==> src/rtl/pat_code_rx.sv <==
// UART receiver (8N1) plus frame assembler: HEADER, hi, lo, hi^lo checksum -> Code/Fetch.
// Framing, checksum and inter-byte timeout errors are reported on a single frame_err pulse.
module pat_code_rx #(
    parameter int          CLK_FREQ     = 50000000,
    parameter int          BAUD         = 9600,
    parameter logic [7:0]  HEADER       = 8'hAA,
    parameter int          TIMEOUT_BITS = 20
) (
    input  logic        clk,
    input  logic        rst_n,
    input  logic        rxd,
    output logic [15:0] Code,
    output logic        Fetch,
    output logic        frame_err,
    output logic        rx_busy
);
    localparam int BIT_CNT = CLK_FREQ / BAUD;
    localparam int HALF    = BIT_CNT / 2;
    localparam int TO_CYC  = TIMEOUT_BITS * BIT_CNT;
    localparam int CW      = $clog2(BIT_CNT + 1);
    localparam int TW      = $clog2(TO_CYC + 1);

    typedef enum logic [1:0] {RX_IDLE, RX_START, RX_DATA, RX_STOP} rx_st_t;
    typedef enum logic [1:0] {A_HDR, A_HI, A_LO, A_SUM} asm_st_t;

    logic [1:0]    r_sync;
    logic [1:0]    r_prime;
    logic          r_armed;
    logic          w_rxs;
    rx_st_t        r_rx_st;
    logic [CW-1:0] r_bcnt;
    logic [2:0]    r_bit;
    logic [7:0]    r_shift;
    logic [7:0]    r_byte;
    logic          r_byte_valid;
    logic          r_rx_ferr;
    logic          w_tick;
    asm_st_t       r_asm;
    logic [7:0]    r_hi;
    logic [7:0]    r_lo;
    logic [TW-1:0] r_tcnt;
    logic          w_tout;
    logic [15:0]   r_code;
    logic          r_fetch;
    logic          r_frame_err;

    assign w_rxs  = r_sync[1];
    assign w_tick = (r_bcnt == CW'(BIT_CNT - 1));
    assign w_tout = (r_tcnt == TW'(TO_CYC));

    // The receiver arms only once the freshly loaded synchronizer shows the line idle-high,
    // so a reset released in the middle of a byte cannot start on a stale low level.
    always_ff @(posedge clk or negedge rst_n) begin
        if (!rst_n) begin
            r_sync  <= 2'b11;
            r_prime <= 2'b00;
            r_armed <= 1'b0;
        end else begin
            r_sync  <= {r_sync[0], rxd};
            r_prime <= {r_prime[0], 1'b1};
            r_armed <= r_armed | (r_prime[1] & w_rxs);
        end
    end

    always_ff @(posedge clk or negedge rst_n) begin
        if (!rst_n) begin
            r_rx_st      <= RX_IDLE;
            r_bcnt       <= '0;
            r_bit        <= '0;
            r_byte_valid <= 1'b0;
            r_rx_ferr    <= 1'b0;
        end else begin
            r_byte_valid <= 1'b0;
            r_rx_ferr    <= 1'b0;
            case (r_rx_st)
                RX_IDLE: begin
                    r_bcnt <= '0;
                    if (r_armed && !w_rxs) r_rx_st <= RX_START;
                end
                RX_START: begin
                    if (r_bcnt == CW'(HALF - 1)) begin
                        r_bcnt  <= '0;
                        r_bit   <= '0;
                        r_rx_st <= w_rxs ? RX_IDLE : RX_DATA;
                    end else begin
                        r_bcnt <= r_bcnt + 1'b1;
                    end
                end
                RX_DATA: begin
                    if (w_tick) begin
                        r_bcnt <= '0;
                        r_bit  <= r_bit + 1'b1;
                        if (r_bit == 3'd7) r_rx_st <= RX_STOP;
                    end else begin
                        r_bcnt <= r_bcnt + 1'b1;
                    end
                end
                RX_STOP: begin
                    if (w_tick) begin
                        r_bcnt       <= '0;
                        r_rx_st      <= RX_IDLE;
                        r_byte_valid <= w_rxs;
                        r_rx_ferr    <= ~w_rxs;
                    end else begin
                        r_bcnt <= r_bcnt + 1'b1;
                    end
                end
                default: r_rx_st <= RX_IDLE;
            endcase
        end
    end

    // Pure data path: captured bytes need no reset value.
    always_ff @(posedge clk) begin
        if (r_rx_st == RX_DATA && w_tick) r_shift <= {w_rxs, r_shift[7:1]};
        if (r_rx_st == RX_STOP && w_tick) r_byte <= r_shift;
        if (r_byte_valid && r_asm == A_HI) r_hi <= r_byte;
        if (r_byte_valid && r_asm == A_LO) r_lo <= r_byte;
    end

    // Framing error outranks everything; a byte_valid clears the gap counter, so a
    // checksum result and a timeout can never land in the same cycle.
    always_ff @(posedge clk or negedge rst_n) begin
        if (!rst_n) begin
            r_asm       <= A_HDR;
            r_tcnt      <= '0;
            r_code      <= 16'h0000;
            r_fetch     <= 1'b0;
            r_frame_err <= 1'b0;
        end else begin
            r_fetch     <= 1'b0;
            r_frame_err <= 1'b0;
            if (r_asm == A_HDR || r_rx_st != RX_IDLE || r_byte_valid) r_tcnt <= '0;
            else if (!w_tout) r_tcnt <= r_tcnt + 1'b1;

            if (r_rx_ferr) begin
                r_asm       <= A_HDR;
                r_frame_err <= 1'b1;
            end else if (r_byte_valid) begin
                case (r_asm)
                    A_HDR: if (r_byte == HEADER) r_asm <= A_HI;
                    A_HI:  r_asm <= A_LO;
                    A_LO:  r_asm <= A_SUM;
                    A_SUM: begin
                        r_asm <= A_HDR;
                        if (r_byte == (r_hi ^ r_lo)) begin
                            r_code  <= {r_hi, r_lo};
                            r_fetch <= 1'b1;
                        end else begin
                            r_frame_err <= 1'b1;
                        end
                    end
                    default: r_asm <= A_HDR;
                endcase
            end else if (r_asm != A_HDR && w_tout) begin
                r_asm       <= A_HDR;
                r_frame_err <= 1'b1;
            end
        end
    end

    assign Code      = r_code;
    assign Fetch     = r_fetch;
    assign frame_err = r_frame_err;
    assign rx_busy   = (r_asm != A_HDR);
endmodule

==> config.mk <==
export PLATFORM = sky130hd
export DESIGN_NAME = pat_code_rx
export DESIGN_NICKNAME = d
export VERILOG_FILES = /design/src/rtl/pat_code_rx.sv
export SDC_FILE = /design/constraint.sdc
export NUM_CORES = 1
export LEC_CHECK = 0
export CORE_UTILIZATION = 45
export DETAILED_ROUTE_END_ITERATION = 8
export HOLD_SLACK_MARGIN = 0.12
export PLACE_DENSITY = 0.66
export SYNTH_ARGS = -nofsm -noshare
export SYNTH_HDL_FRONTEND = slang
export SYNTH_SLANG_ARGS = --single-unit
export TNS_END_PERCENT = 10
==> constraint.sdc <==
create_clock -name clk -period 3.06 [get_ports clk]
set_input_delay 0.306 -clock clk [delete_from_list [all_inputs] [get_ports clk]]
set_output_delay 0.306 -clock clk [all_outputs]
set_load 0.005 [all_outputs]
# ---- Word-level counts from Yosys, hierarchy flattened
# Index checks and enable logic that the tools add are counted.
dict set report op_classes {
  addsub 3
  n_eq_ne 19
  muxes 33
  bitwise 5
  reduce_logical 20
}
# op n
set ops {}
lappend ops {{$pmux W13 S3} 1}
lappend ops {{$mux W17} 2}
lappend ops {{$mux W13} 2}
lappend ops {{$mux W2} 10}
lappend ops {{$add A17 B1 Y17 const B} 1}
lappend ops {{$eq A17 B17 Y1 const B} 1}
lappend ops {{$pmux W2 S4} 2}
lappend ops {{$add A13 B1 Y13 const B} 1}
lappend ops {{$eq A13 B12 Y1 const B} 1}
lappend ops {{$eq A13 B13 Y1 const B} 1}
lappend ops {{$mux W1} 13}
lappend ops {{$ne A2 B2 Y1 const B} 5}
lappend ops {{$eq A2 B2 Y1 const B} 4}
lappend ops {{$eq A8 B8 Y1} 1}
lappend ops {{$eq A8 B8 Y1 const B} 1}
lappend ops {{$xor A8 B8 Y8} 1}
lappend ops {{$logic_and A1 B1 Y1} 6}
lappend ops {{$mux W3} 2}
lappend ops {{$pmux W3 S2} 1}
lappend ops {{$reduce_bool A2 Y1} 3}
lappend ops {{$reduce_and A5 Y1} 1}
lappend ops {{$eq A2 B1 Y1 const B} 2}
lappend ops {{$logic_not A2 Y1} 2}
lappend ops {{$ne A4 B3 Y1 const B} 1}
lappend ops {{other kinds (13)} 15}
dict set report word_totals {
  regBits 94
  inputBits 3
  out_inout_bits 19
  wordCells 97
}

# ---- Longest topological paths before layout
dict set report logic_depth {
  depth_word 6
  mapped_depth 6
  mapped_depth_nobuf 6
}

# ---- Worst setup path before layout
# Ideal clock, no wire load.
dict set report synth_path {
  path_type {flip-flop to flip-flop}
  start {register r_bcnt[0]}
  end {register r_bit[2]}
  setup_time_ns 0.125
  arrival_time_ns 1.861
  required_time_ns 2.935
  slack_ns 1.074
  path_stages_with_launch 6
  n_path_buf 0
  period_less_slack_ns 1.986
  path_cell_list {dfrtp_1 > ha_1 > and4b_1 > and4_1 > nor3b_4 > mux2_2}
}
dict set report synth_between {
  elab_chain_cells 3
  elab_cells_between_ends 5
  classes_between {4 x eq/ne; 1 x reduce/logical}
}
# item line_no
set synth_lines {}
lappend synth_lines {{start: declaration} 31} ;# logic [CW-1:0] r_bcnt;
lappend synth_lines {{start signal: assignment} 86} ;# r_bcnt <= r_bcnt + 1'b1;
lappend synth_lines {{start signal: assignment} 95} ;# r_bcnt <= r_bcnt + 1'b1;
lappend synth_lines {{start signal: assignment} 105} ;# r_bcnt <= r_bcnt + 1'b1;
lappend synth_lines {{$eq A13 B12 Y1 / $eq A13 B13 Y1 (equally long branches)} {81, 48}}
lappend synth_lines {{$ne A2 B2 Y1 (no line)} -}
lappend synth_lines {{$reduce_and A3 Y1 (no line) (*)} -}
lappend synth_lines {{end signal: assignment} 92} ;# r_bit <= r_bit + 1'b1;
lappend synth_lines {{end: declaration} 32} ;# logic [2:0] r_bit;
# Mark *: on every way between the ends. The rest lies on a longest branch, timed or not.
# A chain may end at the register's enable or synchronous reset.

# ---- Worst setup path after layout
dict set report layout_path {
  start {register r_byte[7]}
  end {register r_code[6] (netlist: Code[6])}
}
dict set report layout_between {
  elab_chain_cells 2
}
# item line_no
set layout_lines {}
lappend layout_lines {{start: declaration} 34} ;# logic [7:0] r_byte;
lappend layout_lines {{start signal: assignment} 116} ;# if (r_rx_st == RX_STOP && w_tick) r_byte <= r_shift;
lappend layout_lines {{$eq A8 B8 Y1} 146} ;# if (r_byte == (r_hi ^ r_lo)) begin
lappend layout_lines {{$reduce_and A4 Y1 (no line)} -}
lappend layout_lines {{end signal: assignment} 147} ;# r_code <= {r_hi, r_lo};
lappend layout_lines {{end: declaration} 43} ;# logic [15:0] r_code;
# No other way between the ends.

==> summary.txt <==
Placement
  • Port bufs: 21
  • DP Worst Slack: 0.853 ns
  • Detailed Place HPWL: roughly 4600 um
  • Final GP Congestion: between 0.7 and 0.8
  • Placed instance area: 0.00448 mm2

Final layout
  • Fin area: about 0.0047 mm2
  • Antenna cells: 0
  • Filler Cells Inserted: about 720
  • Area Growth Syn to Fin: 12.5%
  • Fin nets: about 350
  • Share of post-route cells with drive strength above 1: 0.145
  • FF+latch area: about 0.0025 mm2
  • Multi-input combinational cell area: 0.00156 mm2

CTS
  • TritonCTS clock tree: built
  • Worst-path clk slew: 0.13 ns
  • H-tree depth: 3
  • Clk sinks: 94
  • Num CTS Buffers: 9
  • Clk buf depth: 2
  • Worst skew pair latency: 0.38 ns
  • Post-CTS Setup Inserts: 0
  • Root Buffer: clkbuf_8

STA
  • Fin crit share: 0.716
  • Hold_ws: around 0.34 ns
  • Slew margin rel.: 0.475
  • Worst-margin pin slew: roughly 0.8 ns
  • Post-layout minimum cycle time: around 2.2 ns
  • Final worst slack: between 0.8 and 0.9 ns
  • Setup violators final: 0
  • Final slew viol count: 0
  • Clock Skews: around 0.026 ns
  • Final Hold Viols: 0
  • RSZ-0062 raised after global routing: no
  • F_max: 457 MHz
  • Setup TNS Final: 0 ns

Critical path
  • Data required, critical path: approximately 3.4 ns
  • Critical Path Sink Type: flop
  • Crit-path max cell delay: about 0.46 ns
  • Crit path max-delay family: simple AND/OR/NAND/NOR gates
  • CP startpoint kind: flop
  • Bufs and invs on worst path: 1
  • Worst path arrival time: about 2.5 ns
  • CP Cell Sequence: xnor3_2 -> nand4_4 -> nor3_4 -> buf_4 -> mux2_2
  • Crit Path Max Fanout: 10
  • Kind of critical path: reg -> reg
  • Worst setup path start: r_byte[7]
  • Critical-path top delay cell: edfxtp_1
  • Reg2Reg Launch Point: r_byte[7]

GRT
  • Vias in the first global route: 2432
  • Total track usage: 0.157
  • Total gr overflow: 0
  • Largest net degree at the start of global routing: 63
  • First-pass GRT wire length: around 12000 um
  • Initial antenna violation count: 0

Floorplan
  • Initial Utilization: 0.472
  • Core area: roughly 0.0088 mm2
  • DIE AREA: slightly below 0.01 mm2
  • Overall die height: 98.3 um
  • I/O pin count: 22
  • Row count: 34
  • DIE WIDTH: between 90 and 100 um

Job
  • Number of max-cap violations: 0

Worst hold path
  • Worst Hold Launch: rxd
  • Worst hold path class: in -> reg

Status
  • Run status: finished, final reports clean

Routing
  • Iter 0 DRT Violations: between 100 and 150
  • Antenna Violating Nets Remaining: 0
  • Wire length per cell: roughly 15 um
  • Wirelength, routed: between 6000 and 7000 um
  • Via-to-Cell Ratio: 5.32
  • DRC viols: 0
  • Initial DRT Pass Iterations: 6
  • Via count: about 2400

Power and ir drop
  • Max IR drop VDD: roughly 0.00024 V
  • Pleak: 0.00190 uW
  • Total Power: between 2000 and 2500 uW
  • Cell Pwr Density: between 400 and 500 mW/mm2

Yosys
  • Number of synthesized flops with an enable pin: 32
  • Mapped Nets: 319
  • Dominant cell type by area after synthesis: dfrtp_1
  • Synth Register Bits: 94
  • Top-area cell type share of the netlist area: 0.360
  • Share of flip-flops with an asynchronous set or reset: 0.660
  • Dominant cell by count in the synthesized netlist: dfrtp_1
  • Ys flop type: dfrtp_1
  • Count of different cell masters after synthesis: 48
  • Commonest cells in the synthesized netlist: dfrtp_1 (60), edfxtp_1 (32), nor2_1 (28)
  • Warnings from Yosys: 0
  • Syn Area/Cell: approximately 14 um2
  • Syn Inst Count: 307
  • Seq/Total Area, Yosys: 0.603
  • Synthesized cell area: approximately 0.0042 mm2
  • Synth area leaders: dfrtp_1 (36%), edfxtp_1 (23%), mux2_4 (3.2%)
[layout make-up]
type | instances | share of cell area
timing repair buffer | 25 | 0.0506
inverter | 11 | 0.00880
clock buffer | 9 | 0.0264
multi-input combinational | 192 | 0.332
tap | 108 | 0.0288
clock inverter | 7 | 0.0173
sequential | 94 | 0.536
[cells by family after synthesis]
logic type | count (synthesis) | share of synthesized area
buffers and inverters | 21 | 0.0237
multiplexers | 20 | 0.0615
XOR/XNOR | 30 | 0.0905
other | 1 | 0.000898
flip-flops | 94 | 0.603
AND/OR/NAND/NOR | 105 | 0.152
AO/OA/AOI/OAI | 27 | 0.0423
adder cells (fa/ha/maj) | 9 | 0.0270
[cell usage in the layout (no fill, tap or decap), types with 3 or more instances in the layout]
cell type / n
a21oi_1: 7
clkdlybuf4s50_1: 20
o211ai_1: 4
and3_1: 4
clkbuf_8: 9
xor2_1: 15
nor4b_1: 4
and4_1: 4
inv_1: 11
ha_1: 9
nor2b_1: 5
nor3_1: 6
o21ai_0: 8
mux2_4: 9
inv_6: 3
xnor3_2: 4
nand4_1: 12
and2_1: 5
nand3_1: 13
nor2_1: 28
xnor3_1: 4
nand2_1: 7
buf_4: 3
dfrtp_1: 60
xnor2_1: 7
edfxtp_1: 32
mux2_2: 9
[state kept, by name (all words and copies together), names as in the netlist, 2 cells and up, named ones only]
name     cells
r_tcnt      17
r_prime      2
r_hi         8
r_bit        3
r_sync       2
r_lo         8
r_bcnt      13
Code        16
r_asm        2
r_byte       8
r_shift      8
[power breakdown]
part	leakage (uW)	switching [uW]	internal (uW)
registers	0.00113	30.9	1320
logic	0.000665	56.4	38.3
clock network	0.000104	510	330
total	0.00190	597	1680
[path summary, 6_finish.rpt]
| path | to | slack, ns | cells after the start |
|---|---|---|---|
| min in group asynchronous | Code[15] | 0.61 | 3 |
| max reg2reg | Code[6] | 0.87 | 5 |
| max in group asynchronous | r_rx_st[0] | 1.90 | 3 |
| min reg2reg | r_prime[1] | 0.36 | 0 |
| max | Code[6] | 0.87 | 5 |
| min | r_sync[0] | 0.34 | 1 |
[layer usage]
metal | wire (um) | track usage
met5 | 0 | 0
met4 | 120 | 0.0540
met3 | 146 | 0.0379
met2 | 3150 | 0.239
met1 | 3430 | 0.222
[what timing repair did]
item	CTS	global route
hold buffers	1	0
hold endpoints to repair	12	0
resized for setup	0	0
[per-stage QoR]
step,instances,util
floorplan,307,-
global placement,429,0.506
detailed placement,429,0.506
CTS,446,0.531
global route,446,0.531
finish,446,0.531
No activity file was read; power rests on OpenSTA's default activity.
